**src/rtl/ppm_pkg.sv**
```systemverilog
// ppm_pkg: shared state encoding and widths for the PPM transmit scheduler
package ppm_pkg;
  typedef enum logic [1:0] {IDLE, HDR, DATA, HOLD} state_t;
  localparam int PPM_BYTE_W = 8;
  localparam int PPM_LEN_W = 4;
  localparam int HOLD_W = 16;
endpackage

```
**src/rtl/ppm_rr_arb2.sv**
```systemverilog
// ppm_rr_arb2: two-request round-robin arbiter, priority flips to the loser on advance
module ppm_rr_arb2 (
  input  logic       clk,
  input  logic       rst_n,
  input  logic [1:0] req,
  input  logic       advance,
  output logic [1:0] gnt
);
  logic prio;
  assign gnt = prio ? (req[1] ? 2'b10 : {1'b0, req[0]}) : (req[0] ? 2'b01 : {req[1], 1'b0});
  always_ff @(posedge clk or negedge rst_n)
    if (!rst_n) prio <= 1'b0;
    else if (advance) prio <= gnt[0];
endmodule

```
**src/rtl/ppm_tx_scheduler.sv**
```systemverilog
// ppm_tx_scheduler: round-robin frame scheduler sharing one PPM encoder between two byte streams
module ppm_tx_scheduler
  import ppm_pkg::*;
#(
  parameter int HOLD_PER_BYTE = 16,
  parameter int IDLE_MIN = 4
) (
  input  logic                  clk,
  input  logic                  rst_n,
  input  logic [1:0]            req,
  input  logic [PPM_LEN_W-1:0]  len0,
  input  logic [PPM_LEN_W-1:0]  len1,
  input  logic [PPM_BYTE_W-1:0] dat0,
  input  logic [PPM_BYTE_W-1:0] dat1,
  input  logic [1:0]            dat_valid,
  output logic [1:0]            dat_ready,
  output logic [1:0]            grant,
  output logic [1:0]            done,
  output logic                  underrun,
  output logic                  busy,
  output logic                  Le,
  output logic [PPM_LEN_W-1:0]  N,
  output logic [PPM_BYTE_W-1:0] Din
);
  state_t state, state_nx;
  logic [1:0] arb_gnt;
  logic [PPM_LEN_W-1:0] len_sel, len_q;
  logic [HOLD_W-1:0] cnt, hold_ld;
  logic start, hdr_go, pop_en, val_sel;
  logic [PPM_BYTE_W-1:0] dat_sel;
  ppm_rr_arb2 u_arb (.clk(clk), .rst_n(rst_n), .req(req), .advance(start), .gnt(arb_gnt));
  assign start = state == IDLE && |req;
  assign len_sel = arb_gnt[1] ? len1 : len0;
  assign hdr_go = start && len_sel != '0;
  assign dat_sel = grant[1] ? dat1 : dat0;
  assign val_sel = dat_valid[grant[1]];
  // HOLD spans exactly IDLE_MIN + HOLD_PER_BYTE*len cycles, so the count runs down to 0 from one less
  assign hold_ld = HOLD_W'(IDLE_MIN + HOLD_PER_BYTE * int'(len_q) - 1);
  always_ff @(posedge clk or negedge rst_n)
    if (!rst_n) state <= IDLE;
    else state <= state_nx;
  always_comb begin
    state_nx = state;
    case (state)
      IDLE: state_nx = hdr_go ? HDR : IDLE;
      HDR: state_nx = DATA;
      DATA: state_nx = cnt == '0 ? HOLD : DATA;
      HOLD: state_nx = cnt == '0 ? IDLE : HOLD;
      default: state_nx = IDLE;
    endcase
  end
  always_comb begin
    pop_en = state == HDR || (state == DATA && cnt != '0);
    dat_ready = pop_en ? grant : 2'b00;
    busy = state != IDLE;
  end
  always_ff @(posedge clk or negedge rst_n)
    if (!rst_n) begin
      Le <= 1'b0;
      N <= '0;
      Din <= '0;
      underrun <= 1'b0;
      grant <= 2'b00;
      done <= 2'b00;
      len_q <= '0;
      cnt <= '0;
    end else begin
      Le <= hdr_go;
      N <= hdr_go ? len_sel : '0;
      Din <= pop_en && val_sel ? dat_sel : '0;
      underrun <= pop_en && !val_sel;
      if (start) begin
        grant <= arb_gnt;
        len_q <= len_sel;
      end else if (state == IDLE || (state == HOLD && cnt == '0)) grant <= 2'b00;
      done <= start && len_sel == '0 ? arb_gnt : (state == HOLD && cnt == HOLD_W'(1)) ? grant : 2'b00;
      cnt <= state == HDR ? HOLD_W'(len_q) - HOLD_W'(1) : (state == DATA && cnt == '0) ? hold_ld : cnt - HOLD_W'(1);
    end
endmodule

```
**config.mk**
```make
export PLATFORM = sky130hd
export DESIGN_NAME = ppm_tx_scheduler
export DESIGN_NICKNAME = d
export VERILOG_FILES = /design/src/rtl/ppm_pkg.sv /design/src/rtl/ppm_rr_arb2.sv /design/src/rtl/ppm_tx_scheduler.sv
export SDC_FILE = /design/constraint.sdc
export NUM_CORES = 1
export LEC_CHECK = 0
export ABC_AREA = 1
export CAP_MARGIN = 5
export CORE_ASPECT_RATIO = 1.25
export CORE_MARGIN = 1.5
export CORE_UTILIZATION = 40
export DETAILED_ROUTE_END_ITERATION = 16
export PLACE_DENSITY = 0.66
export SLEW_MARGIN = 15
export SYNTH_ARGS = -nofsm -noshare
export SYNTH_HDL_FRONTEND = slang
export SYNTH_SLANG_ARGS = --single-unit
```
**constraint.sdc**
```tcl
create_clock -name clk -period 4.4 [get_ports clk]
set_input_delay 0.44 -clock clk [delete_from_list [all_inputs] [get_ports clk]]
set_output_delay 0.44 -clock clk [all_outputs]
set_load 0.05 [all_outputs]
```
==> flow_summary.toml <==
[power_and_ir_drop]
leakagePower_nw = 1.567
p_clk_share_pct = 40.9
p_sw_uw = 143.2
internal_power_uw = 567.6
vdd_ir_drop_max_mv = 0.1278
pwr-share-comb_pct = 6.1
power_density_nw_per_um2 = 245.6
p_seq_share_pct = 53.0
swShare_pct = 20.15

[die]
start_util_pct = 41.23
core_um2 = 5405
fp.dieH_um = 86.45
io_pins = 51
row_count = 30
die_area_um2 = 6031
die_w_um = 69.76

[timing]
worst_slew_pin_slew_ps = 909.0
fin_crit_sh_pct = 65.53
fin_skew_ps = 6.692
finalSetupTns_ps = 0
setup_viol = 0
timing.final.crit_period_ps = 2883
fmax_mhz = 346.8
setup_ws_ps = 1517
maxSlewViolCount = 0
hold_viol = 0
relSlewSlack_pct = 39.40
rsz0062_at_grt = "no"

[layout]
area_growth_pct = 29.87
drive_gt1_share_pct = 8.358
layout_common_cells = "75 x nand2_1, 49 x clkdlybuf4s50_1, 41 x dfrtp_1, 38 x inv_1, 34 x nor2_1"
antennaDiodeCount = 0
final_nets = 368
layout_commonest_cell = "nand2_1"

[grt]
grt_pass1_wl_um = 8569
track_usage_pct = 17.87
grt_pass1_vias = 1850
grt_max_degree = 42
grt_remaining_overflow = 0
antenna_found_initial = 0

[setup_path]
required_ps = 3960
path_cells = "inv_1 -> ha_1 -> nand2_4 -> nor2_8 -> nand2_2 -> nand2_1 -> nand2_1 -> inv_2 -> nor2_1 -> clkdlybuf4s50_1"
crit_type = "flip-flop to primary output"
max_stage_delay_ps = 800
ff2ff_setup_slack_ps = 2640
crit_fanout = 7
cp-end-kind = "primary output"
crit_family = "buffers and inverters"
crit_slowest_cell = "clkdlybuf4s50_1"
cp.arrival_ps = 2440
critPathBufInv = 3
crit_top_cell = "nand2_1"
worstSetupStartpointType = "flip-flop"

[job]
drv_cap = 0

[detailed_routing]
drc = 0
first_pass_iters = 4
vias = 1937
routed_wirelength_um = 5035
postRouteAntennaNets = 0
via_per_inst = 4.855
wire_per_inst_um = 12.62
drt-initial-drc-count = 85

[cts]
htree_levels = 2
clock_latency_ps = 290
path_clk_slew_ps = 80
cts_buffers = 5
cts_sinks = 41
cts_tree = "built"
post_cts_buffers = 0
cts_root_buf = "clkbuf_8"
cts_buffer_depth = 2
post_cts_resized = 0
holdBufCountCts = 0

[logic_synthesis]
postSynthCellCount = 281
synth.net_count = 314
ys_ff_latch = 41
avgSynthCellArea_um2 = 7.930
synth.cell_area_um2 = 2228
synth_cell_types = 29
yosysSeqAreaShare_pct = 46.04
yosys_warnings = 0

[place]
place_hpwl_um = 3829
numPortBuffers = 50
preCtsSetupSlack_ps = 1833
place_congestion = 0.8208

[outcome]
outcome = "finished clean"

[min_path]
min_path_type = "primary input to async pin"
==> stage by stage <==
step	total power, mW	instances	utilization, %	hold WS (ps)	area [µm²]
floorplan	0.3935	281	-	144.4	2228
global placement	0.4279	392	51.62	471.7	2790
detailed placement	0.4282	392	51.62	495.8	2790
CTS	0.7171	399	53.54	312.9	2894
global route	0.7396	399	53.54	365.0	2894
finish	0.7109	399	53.54	280.4	2894
==> area by class of cell <==
type,count,area [µm²]
fillers,524,2511
multi-input cells,196,1035
flip-flops and latches,41,1026
repair buffers,50,495.5
inverters,41,153.9
well taps,64,80.08
clock buffers,5,68.82
clock inverters,2,35.03
==> Yosys cell counts <==
cell type	number	area (µm²)
nor2_2	2	12.51
nand2_4	2	22.52
xnor2_1	2	17.52
xor2_1	2	17.52
o21ai_1	4	20.02
o21bai_1	2	15.01
a21oi_2	1	8.760
o21ai_2	1	8.760
nor2_1	34	127.6
clkinv_1	1	3.750
nand2_1	75	281.5
clkbuf_1	1	3.750
nor2_4	5	56.30
nor2_8	1	20.02
mux2i_1	8	80.08
nand3b_1	4	30.03
a21boi_0	1	7.510
inv_1	38	142.6
inv_2	2	7.510
nand4_1	6	37.54
nor3_1	2	10.01
buf_2	2	10.01
nand3_1	20	100.1
o21ai_0	14	70.07
nand3_4	1	17.52
a21oi_1	1	5.000
dfrtp_1	41	1026
ha_1	3	37.54
nand2_2	5	31.28
==> layer usage <==
metal,vias up,GRT usage (%),routed length [µm]
met5,-,0,0
met4,0,5.245,36
met3,2,3.372,161
met2,33,32.21,2732
met1,912,21.74,2105
li1,990,-,-
==> cell families (layout without fill, tap and decap cells) <==
kind of cell               after synthesis  after routing  share of synthesized area [%]
muxes                                    8              8                          3.594
AOI/OAI and AO/OA                       24             24                          6.064
and+or+nand+nor                        157            157                          33.52
xor gates and xnor gates                 4              4                          1.572
buffers and inverters                   44             98                          7.524
DFF                                     41             41                          46.04
adders and majority gates                3              3                          1.685
==> registers in the layout, summed over array words and instances (netlist names), 2 cells and up <==
name,flops
cnt,16
Din,8
N,4
len_q,4
done,2
grant,2
state,2
==> final timing paths <==
| check | from | endpoint | cells after the start |
|---|---|---|---|
| setup / recovery | cnt[0]$_DFF_PN0_ | dat_ready[1] | 10 |
| hold / removal | rst_n | cnt[12]$_DFF_PN0_ | 1 |
| setup reg to reg | state[1]$_DFF_PN0_ | cnt[9]$_DFF_PN0_ | 5 |
| hold reg to reg | cnt[0]$_DFF_PN0_ | cnt[0]$_DFF_PN0_ | 1 |
| max in group asynchronous | rst_n | Din[5]$_DFF_PN0_ | 1 |
| min in group clk | cnt[0]$_DFF_PN0_ | cnt[0]$_DFF_PN0_ | 1 |
==> power groups by stage <==
| stage | logic (mW) | clock network (mW) | registers [mW] |
|---|---|---|---|
| detailed placement | 0.0442 | 0 | 0.384 |
| global placement | 0.0439 | 0 | 0.384 |
| finish | 0.0435 | 0.291 | 0.376 |
| global route | 0.0489 | 0.314 | 0.376 |
| CTS | 0.0442 | 0.297 | 0.376 |
| floorplan | 0.00948 | 0 | 0.384 |
No activity file was read; power rests on OpenSTA's default activity.
